--- config.mk ---
export PLATFORM = sky130hd
export DESIGN_NAME = truth_table_sweeper
export DESIGN_NICKNAME = d
export VERILOG_FILES = /design/src/rtl/truth_table_sweeper.sv
export SDC_FILE = /design/constraint.sdc
export NUM_CORES = 1
export LEC_CHECK = 0
export CELL_PAD_IN_SITES_DETAIL_PLACEMENT = 0
export CELL_PAD_IN_SITES_GLOBAL_PLACEMENT = 1
export CORE_MARGIN = 2
export CORE_UTILIZATION = 52
export CTS_CLUSTER_DIAMETER = 150
export DETAILED_ROUTE_END_ITERATION = 7
export DONT_BUFFER_PORTS = 1
export PLACE_DENSITY_LB_ADDON = 0.1
export SLEW_MARGIN = 20
export SYNTH_ARGS = -nofsm -noshare
export SYNTH_HDL_FRONTEND = slang
export SYNTH_SLANG_ARGS = --single-unit
--- constraint.sdc ---
create_clock -name clk -period 5.05 [get_ports clk]
set_input_delay 1.2625 -clock clk [delete_from_list [all_inputs] [get_ports clk]]
set_output_delay 1.2625 -clock clk [all_outputs]
set_load 0.01 [all_outputs]
--- src/rtl/truth_table_sweeper.sv ---
// Sweeps a 4-input combinational block through all 16 vectors and scores its truth table.
// Optional first-failure capture is enabled by defining SWEEPER_FIRST_FAIL_EN.
module truth_table_sweeper #(
    parameter int unsigned  SETTLE_CYCLES = 2,
    parameter logic [15:0]  EXPECTED      = 16'hF888
) (
    input  logic        clk,
    input  logic        rst_n,
    input  logic        start,
    input  logic        Y,
    output logic        A,
    output logic        B,
    output logic        C,
    output logic        D,
    output logic        busy,
    output logic        done,
    output logic [15:0] table_out,
    output logic        pass,
    output logic [4:0]  mismatch_cnt
`ifdef SWEEPER_FIRST_FAIL_EN
    ,
    output logic [3:0]  first_fail_idx,
    output logic        first_fail_vld
`endif
);

    // state  | meaning
    // IDLE   | waiting for start after reset
    // SETTLE | vector on A..D, waiting for the UUT output to settle
    // SAMPLE | capture Y for the current vector
    // DONE   | results valid, A..D parked at 4'b1111
    typedef enum logic [1:0] {IDLE, SETTLE, SAMPLE, DONE} state_t;

    localparam logic [3:0] SETTLE_TC = SETTLE_CYCLES[3:0];

    state_t     state;
    logic [3:0] idx;
    logic [3:0] cnt;
    logic       miss;
    logic [4:0] mismatch_next;

    assign miss          = (Y != EXPECTED[idx]);
    assign mismatch_next = mismatch_cnt + {4'b0000, miss};

    // The vector index register drives the stimulus pins directly
    assign {A, B, C, D} = idx;

    always_ff @(posedge clk or negedge rst_n) begin
        if (!rst_n) begin
            state        <= IDLE;
            idx          <= 4'd0;
            cnt          <= 4'd0;
            busy         <= 1'b0;
            done         <= 1'b0;
            table_out    <= 16'h0000;
            pass         <= 1'b0;
            mismatch_cnt <= 5'd0;
`ifdef SWEEPER_FIRST_FAIL_EN
            first_fail_idx <= 4'd0;
            first_fail_vld <= 1'b0;
`endif
        end else begin
            done <= 1'b0;
            case (state)
                IDLE, DONE: begin
                    if (start) begin
                        state        <= SETTLE;
                        idx          <= 4'd0;
                        cnt          <= 4'd1;
                        busy         <= 1'b1;
                        table_out    <= 16'h0000;
                        pass         <= 1'b0;
                        mismatch_cnt <= 5'd0;
`ifdef SWEEPER_FIRST_FAIL_EN
                        first_fail_idx <= 4'd0;
                        first_fail_vld <= 1'b0;
`endif
                    end
                end
                SETTLE: begin
                    if (cnt == SETTLE_TC) begin
                        state <= SAMPLE;
                    end else begin
                        cnt <= cnt + 4'd1;
                    end
                end
                SAMPLE: begin
                    table_out[idx] <= Y;
                    mismatch_cnt   <= mismatch_next;
`ifdef SWEEPER_FIRST_FAIL_EN
                    if (miss && !first_fail_vld) begin
                        first_fail_idx <= idx;
                        first_fail_vld <= 1'b1;
                    end
`endif
                    if (idx == 4'd15) begin
                        // pass must reflect the count including this final sample
                        state <= DONE;
                        done  <= 1'b1;
                        busy  <= 1'b0;
                        pass  <= (mismatch_next == 5'd0);
                    end else begin
                        idx   <= idx + 4'd1;
                        cnt   <= 4'd1;
                        state <= SETTLE;
                    end
                end
                default: state <= IDLE;
            endcase
        end
    end

endmodule

# Word-level counts from Yosys, hierarchy flattened
# Memory sizes are Yosys's and may differ from the RTL's.
# Index checks and enable logic that the tools add are counted.
[word_totals]
rom_bits = 16
regBits = 34
out_inout_bits = 28
latch_bits = 0
memories = 1
mem_bits_rw = 0
[mem_list]
columns = ["name", "words", "width", "read_ports", "rd_ports_with_merged_regs", "wr", "line_no", "text"]
rows = [
  ["(no name shown)", 16, 1, 1, 0, 0, "42", "assign miss = (Y != EXPECTED[idx]);"],
]
[classes]
n_eq_ne = 11
addsub = 3
n_mul = 0
reduce_logical = 10
mux = 27
div = 0
order_cmp = 2
bitwise_logic = 0
shift = 0
[op_table]
columns = ["cell", "count"]
rows = [
  ["one-hot mux 16 bit (2 select lines)", 1],
  ["2-to-1 mux 4 bit", 5],
  ["bitwise mux 16 bit", 1],
  ["2-to-1 mux 16 bit", 1],
  ["one-hot mux 4 bit (3 select lines)", 1],
  ["inequality test 2 bit (second input constant)", 5],
  ["one-hot mux 5 bit (2 select lines)", 1],
  ["AND reduction 3 bit", 3],
  ["adder 4 x 1 -> 4 bit (second input constant)", 2],
  ["2-to-1 mux 1 bit", 8],
  ["one-hot mux 4 bit (2 select lines)", 1],
  ["2-to-1 mux 2 bit", 3],
  ["one-hot mux 2 bit (3 select lines)", 1],
  ["adder 5 x 1 -> 5 bit", 1],
  ["logical NOT 5 bit", 1],
  ["less-than comparator 4 x 5 -> 1 bit (second input constant)", 1],
  ["2-to-1 mux 5 bit", 1],
  ["demux 1 bit (select 4 bit)", 1],
  ["== test 2 bit (second input constant)", 2],
  ["== test 4 x 2 -> 1 bit (second input constant)", 1],
  ["== test 4 bit (second input constant)", 1],
  ["greater-or-equal comparator 4 x 1 -> 1 bit (second input constant)", 1],
  ["one-hot mux 1 bit (2 select lines)", 2],
  ["AND reduction 2 bit", 2],
  ["other kinds (6)", 6],
]

# Longest topological paths before layout
# Gate-level depths: netlist of the first run.
[logic_depth]
word_depth = 7
mapped_depth = 12
mapped_depth_nobuf = 11

# Least setup slack after synthesis of the first run
# OpenSTA, ideal clock, no wires.
[synth_path]
kind = "register to register"
startpoint = "reg idx[0]"
endpoint = "reg pass"
path_stages_with_launch = 13
required_ps = 4968
path_buffers = 1
arrival_ps = 2315
slack_ps = 2652
setup_time_ps = 82
synth_period_minus_slack_ps = 2398
cell_sequence = "dfrtp_1 ha_1 clkbuf_1 inv_1 ha_1 nand2_1 o21ai_0 xnor2_1 ha_1 ha_1 nor3b_1 nand4_1 o22ai_1"
[synth_between]
elab_chain_cells = 7
elab_cells_between_ends = 10
classes_between = "add/sub: 1; eq/ne: 3; mux: 3; reduce/logical: 2; memory: 1"
[synth_lines]
columns = ["element", "line_no", "text"]
rows = [
  ["start: declaration", "37", "logic [3:0] idx;"],
  ["start signal: assignment", "103", "idx <= idx + 4'd1;"],
  ["memory read (16 x 1 bit)", "n/a", ""],
  ["2-to-1 mux 1 bit (implied by the code)", "42", ""],
  ["inequality test 1 bit", "42", ""],
  ["adder 5 x 1 -> 5 bit", "43", "assign mismatch_next = mismatch_cnt + {4'b0000, miss};"],
  ["logical NOT 5 bit", "101", "pass <= (mismatch_next == 5'd0);"],
  ["2-to-1 mux 1 bit", "96", "if (idx == 4'd15) begin"],
  ["one-hot mux 1 bit (2 select lines)", "64", "case (state)"],
  ["end signal: assignment", "101", ""],
  ["end: declaration", "18", "output logic pass,"],
]
# Several ways; a longest one is shown, not always the timed one. The select of a mux whose other input is x is not followed.
# A chain may end at the register's enable or synchronous reset.

# Worst setup path in the final report of the first run
[layout_path]
startpoint = "reg idx[0]"
endpoint = "reg mismatch_cnt[4]"
[layout_between]
elab_chain_cells = 5
[layout_lines]
columns = ["element", "line_no", "text"]
rows = [
  ["memory read (16 x 1 bit)", "n/a", ""],
  ["2-to-1 mux 1 bit (implied by the code)", "42", ""],
  ["inequality test 1 bit", "42", ""],
  ["adder 5 x 1 -> 5 bit", "43", ""],
  ["one-hot mux 5 bit (2 select lines)", "64", ""],
  ["end signal: assignment", "89", "mismatch_cnt <= mismatch_next;"],
  ["end: declaration", "19", "output logic [4:0] mismatch_cnt"],
]
# No other way between the ends. The select of a mux whose other input is x is not followed.

==> results of run 1 <==
cells in the final DEF, fill, tap and decap left out, drive strengths merged, types with 5 or more instances in the layout:
cell and instances:
a32o 17, and4 5, clkbuf 7, dfrtp 34, ha 12, inv 12, nand2 9, nand2b 6
nand3 16, o21ai 5
state kept, by name, summed over array words and instances (netlist names):
register,cells
cnt,4
pass,1
busy,1
state,2
done,1
mismatch_cnt,5
table_out,16
idx,4
how the worst min path moves through the flow:
stage                               to  depth (start not counted)
global placement    cnt[2]$_DFFE_PN0P_                          2
detailed placement  cnt[2]$_DFFE_PN0P_                          2
floorplan           cnt[2]$_DFFE_PN0P_                          2
finish              cnt[2]$_DFFE_PN0P_                          2
CTS                 cnt[2]$_DFFE_PN0P_                          2
global route        cnt[1]$_DFFE_PN0P_                          1
report_power, final:
group	internal, uW	total (uW)	switching [uW]
Clock	148	241	93.5
Sequential	301	335	34.1
Combinational	107	311	204
metal layers:
metal	global-route usage, %	part of all wire [%]
met1	30.0	43
met4	6.91	0.67
met3	6.25	7.6
met5	0	0
met2	35.4	49
cell usage after synthesis, drive strengths merged, types with 2 or more instances:
cell and count:
a31oi 2, a32o 17, and3 3, and4 5
buf 8, clkbuf 7, dfrtp 34, ha 12
inv 12, mux2i 4, nand2 9, nand2b 6
nand3 16, nand4 4, nor2 3, nor2b 4
nor3b 2, nor4 3, o21ai 5, o22ai 3
o31ai 3, xnor2 4
final cells by class:
cell class | instances | area (um2) | share of cell area, %
flip-flops and latches | 34 | 851 | 42.3
clock inverters | 1 | 30.0 | 1.49
multi-input cells | 125 | 948 | 47.2
inverters | 12 | 45.0 | 2.24
clock buffers | 7 | 76.3 | 3.80
well taps | 48 | 60.1 | 2.99
logic make-up after synthesis:
| group | Yosys count | share of synthesized area [%] |
|---|---|---|
| buffers and inverters | 27 | 6.74 |
| XOR/XNOR | 5 | 2.27 |
| flip-flops | 34 | 44.1 |
| adder cells (fa/ha/maj) | 12 | 7.78 |
| AO/OA/AOI/OAI | 44 | 18.9 |
| multiplexers | 5 | 2.66 |
| AND/OR/NAND/NOR | 59 | 17.5 |
metrics by stage:
step	worst slack, ps	power, uW	util [%]	instance area, um2	std cells
floorplan	2650	597	-	1930	186
global placement	2530	636	52.8	1900	219
detailed placement	2420	651	52.8	1900	219
CTS	2390	895	55.8	2010	227
global route	2130	950	55.8	2010	227
finish	2390	887	55.8	2010	227
tightest hold or removal path, cell delays in order (launching register included):
cell and delay, ps:
dfrtp_1 380, o31ai_1 90, o41ai_1 60
==> qor.yml, run 1 <==
power:
  power_density_mw_per_mm2: 441
  p_leak_uw: 0.000858
  ir_drop_v: 0.000277
placed_design:
  gp_congestion: 0.826
  io_buffers: 0
  hpwl_um: 2910
route:
  drtAntennaViolNets: 0
  vias: 1480
  wl_per_cell_um: 18.9
  drt_iter0_drc: 88
  routed_wl_um: 4300
  firstDrtPassIters: 4
  drc: 0
  post_drt_via_cell_ratio: 6.52
timing:
  finalCritPeriodShare_pct: 52.6
  holdWs_ps: 562
  timing.slew.headroom_pct: 45.6
  setup-tns-final_ps: 0
  hold_viol_final: 0
  slew_viol_final: 0
  setup_viol_count_final: 0
  max_clock_freq_mhz: 376
  period_needed_ps: 2660
  clock_skew_ps: 4.41
  rsz0062_at_grt: "no"
  tightest_slew_ps: 814
floorplanning:
  num_rows: 22
  die-width_um: 64.9
  die_area_mm2: 0.00421
  initial_core_util_pct: 53.5
  die_height_um: 64.9
  num_io_pins: 32
  fp.coreArea_mm2: 0.00361
status:
  status: "completed"
yosys:
  synth.distinct_cells: 44
  synth_top_area_share_pct: 44.1
  synth-async-reset-ratio_pct: 100
  syn_area_mm2: 0.00193
  syn_avg_cell_area_um2: 10.4
  ys_ff_latch: 34
  netlist_instances: 186
  yosysSeqAreaShare_pct: 44.1
  synthesis.nets: 202
  synth_area_leaders: "dfrtp_1 (44%), a32o_1 (8.8%), ha_1 (7.8%)"
  synth_edf_count: 0
  synth_ff_type: "dfrtp_1"
  yosysWarnings: 0
  yosys.area.top_type: "dfrtp_1"
finish:
  fin_nets: 194
  drive_gt1_share_pct: 5.03
  n_antenna_cell: 0
  area_delta_synth_final_pct: 4.22
  fill_cells: 332
worst_setup_path:
  r2r_start: "idx[0]$_DFFE_PN0P_"
  worst-path-max-fanout: 12
  max_stage_delay_ps: 520
  r2r_cells: 11
  crit_path_end_kind: "register"
  critPathBufInv: 1
  cp-startpoint: "idx[0]$_DFFE_PN0P_"
  crit_cells: 11
  cp-start-kind: "register"
  path_class: "register to register"
  cp_top_family: "adder cells"
  worstPathRequired_ps: 5230
  r2r_slack_ps: 2390
  reg2reg_to: "mismatch_cnt[4]$_DFFE_PN0P_"
  crit_path_end: "mismatch_cnt[4]$_DFFE_PN0P_"
  path_cells: "ha_1, inv_1, ha_1, nand2_1, o21ai_0, xnor2_1, ha_1, ha_1, nand3_1, xor2_1, o21ai_0"
  cpMostUsedCell: "ha_1"
  crit_path_top_delay_cell: "dfrtp_1"
  cp.arrival_ps: 2840
clock_network:
  cts_buffers: 5
  cts_buffer_depth: 2
  clkTransAtPathRegs_ps: 70
  cts-root-buf: "clkbuf_8"
  cts_max_level: 2
  cts_resized: 0
  clkSinkCount: 34
  worstSkewPairLatency_ps: 280
  postCtsSetupBuffers: 0
  cts_hold_buf: 0
  tritoncts: "built"
global_route:
  grt_antenna_before_repair: 0
  grt_pass1_wl_um: 7200
  grt_overflow_total: 0
  grt_max_degree: 35
  grt_util_all_layers_pct: 22.4
  first_global_vias: 1477
min_path:
  hold_start: "cnt[2]$_DFFE_PN0P_"
  hp-class: "register to register"
run:
  drv_cap: 0
Note: power is estimated with default switching activity, not from simulation.
==> inputs of run 2 (changes only) <==
--- a/config.mk
+++ b/config.mk
@@ -8,7 +8,7 @@
 export CELL_PAD_IN_SITES_DETAIL_PLACEMENT = 0
 export CELL_PAD_IN_SITES_GLOBAL_PLACEMENT = 1
 export CORE_MARGIN = 2
-export CORE_UTILIZATION = 52
+export CORE_UTILIZATION = 49
 export CTS_CLUSTER_DIAMETER = 150
 export DETAILED_ROUTE_END_ITERATION = 7
 export DONT_BUFFER_PORTS = 1
==> constraint.sdc (replaced) <==
create_clock -name clk -period 2.69 [get_ports clk]
set_input_delay 0.6725 -clock clk [delete_from_list [all_inputs] [get_ports clk]]
set_output_delay 0.6725 -clock clk [all_outputs]
set_load 0.01 [all_outputs]
==> run 2 against run 1 <==
  * Core utilization fell by 0.84 points
  * Design area rose by 1.5%
  * Non-clock buffer count rose by 6
  * Power rose by 84%
  * First-iteration DRC count rose by 48%
  * Setup slack got worse by 2000 ps
  * Highest routed layer unchanged
==> qor.yml, run 2 (synthesized netlist as in run 1, its figures left out) <==
status:
  status: "completed"
min_path:
  hp-class: "primary input to asynchronous set/reset pin"
finish:
  layout_common_cells: "dfrtp_1 (34), a32o_1 (17), nand3_1 (16)"
  multi_input_area_um2: 948
  largest_register_ffs: 16
  fill_cells: 340
  regMostFlops: "table_out"
  layout_commonest_cell: "dfrtp_1"
  fin_nets: 200
  ff_latch_area_um2: 851
  layoutNonFillerInstCount: 233
  final_cell_area_mm2: 0.00204
  n_antenna_cell: 0
  drive_gt1_share_pct: 8.65
  utilization_pct: 54.9
  area_delta_synth_final_pct: 5.77
  top_regs: "table_out: 16 flops, mismatch_cnt: 5 flops"
floorplanning:
  die_area_mm2: 0.00446
  die-width_um: 66.8
  num_io_pins: 32
  die_height_um: 66.8
  initial_core_util_pct: 51.9
  fp.coreArea_mm2: 0.00372
  num_rows: 22
worst_setup_path:
  crit_path_end_kind: "register"
  path_cells: "ha_1, inv_1, ha_1, nand2_1, o21ai_0, xnor2_1, ha_1, ha_1, nor3b_1, nand4_1, o22ai_1"
  crit_path_top_delay_cell: "dfrtp_1"
  worstPathRequired_ps: 2890
  cpMostUsedCell: "ha_1"
  cp.arrival_ps: 2540
  cp-start-kind: "register"
  max_stage_delay_ps: 500
  path_class: "register to register"
  worst-path-max-fanout: 6
timing:
  hold_viol_final: 0
  setup-tns-final_ps: 0
  max_clock_freq_mhz: 429
  rsz0062_at_grt: "no"
  finalCritPeriodShare_pct: 86.7
  holdWs_ps: 69.6
  setup_viol_count_final: 0
  clock_skew_ps: 8.64
  slew_viol_final: 0
  period_needed_ps: 2330
  timing.slew.headroom_pct: 50.3
  tightest_slew_ps: 744
placed_design:
  io_buffers: 0
  gp_congestion: 0.855
  hpwl_um: 3070
  place_area_mm2: 0.00195
  placedCellCount: 225
clock_network:
  clkTransAtPathRegs_ps: 70
  cts_max_level: 2
  worstSkewPairLatency_ps: 290
  postCtsSetupBuffers: 0
  cts_buffer_depth: 2
  clkSinkCount: 34
  cts_buffers: 5
  cts-root-buf: "clkbuf_8"
  tritoncts: "built"
  cts_hold_buf: 0
  cts_resized: 0
global_route:
  grt_antenna_before_repair: 0
  grt_pass1_wl_um: 7470
  grt_max_degree: 35
  first_global_vias: 1517
  grt_util_all_layers_pct: 22.9
  grt_overflow_total: 0
route:
  wl_per_cell_um: 19.2
  drc: 0
  drt_iter0_drc: 130
  vias: 1504
  firstDrtPassIters: 5
  drtAntennaViolNets: 0
  routed_wl_um: 4480
  post_drt_via_cell_ratio: 6.45
run:
  drv_cap: 0
power:
  ir_drop_v: 0.000540
  p_leak_uw: 0.000886
  power_density_mw_per_mm2: 801
-- run 2: cell count changes in the layout (fill, tap and decap cells not counted) --
cell       previous run  this run
clkbuf_8              5         6
bufinv_16             1         0
clkinv_2              0         1
clkbuf_1              2         1
buf_4                 0         6
-- run 2: power breakdown --
part / total (uW) / internal [uW] / switching [uW] / leakage, uW
clock network: 393 / 206 / 187 / 0.0000482
registers: 618 / 565 / 53.7 / 0.000462
logic: 624 / 220 / 403 / 0.000376
-- run 2: path summary, 6_finish.rpt --
kind	start	slack, ps	cells after the start	end
max	idx[1]$_DFFE_PN0P_	360	11	pass$_DFFE_PN0P_
min	rst_n	70	0	idx[1]$_DFFE_PN0P_
max reg2reg	idx[1]$_DFFE_PN0P_	360	11	pass$_DFFE_PN0P_
min reg2reg	cnt[2]$_DFFE_PN0P_	560	2	cnt[2]$_DFFE_PN0P_
max in group asynchronous	rst_n	2530	0	state[1]$_DFFE_PN0P_
min in group clk	cnt[2]$_DFFE_PN0P_	560	2	cnt[2]$_DFFE_PN0P_
-- run 2: area by class of cell --
type / instances / area share, %
clock buffers: 7 / 4.23
clock inverters: 1 / 0.245
inverters: 12 / 2.21
multi-input cells: 125 / 46.5
flip-flops and latches: 34 / 41.7
well taps: 48 / 2.94
repair buffers: 6 / 2.21
-- run 2: per-stage QoR --
stage | setup WS [ps] | power (uW)
3_5_place_dp | 376 | 1250
5_1_grt | 116 | 1740
6_report | 357 | 1640
4_1_cts | 357 | 1640
2_1_floorplan | 292 | 1120
3_3_place_gp | 498 | 1230
-- run 2: critical path: cells and delay by family (launching register included) --
kind / cells / cell delay, ps
buffers and inverters: 1 / 50
adder cells (fa/ha/maj): 4 / 910
XOR/XNOR: 1 / 140
AND/OR/NAND/NOR: 3 / 380
AO/OA/AOI/OAI: 2 / 250
flip-flops: 1 / 500
-- run 2: routing by layer --
| layer | vias to the layer above | track usage (%) | routed length (um) |
|---|---|---|---|
| met3 | 5 | 6.93 | 292 |
| met4 | 0 | 10.5 | 48 |
| met2 | 48 | 34.9 | 2110 |
| li1 | 698 | - | - |
| met1 | 753 | 29.7 | 2030 |
| met5 | - | 0 | 0 |
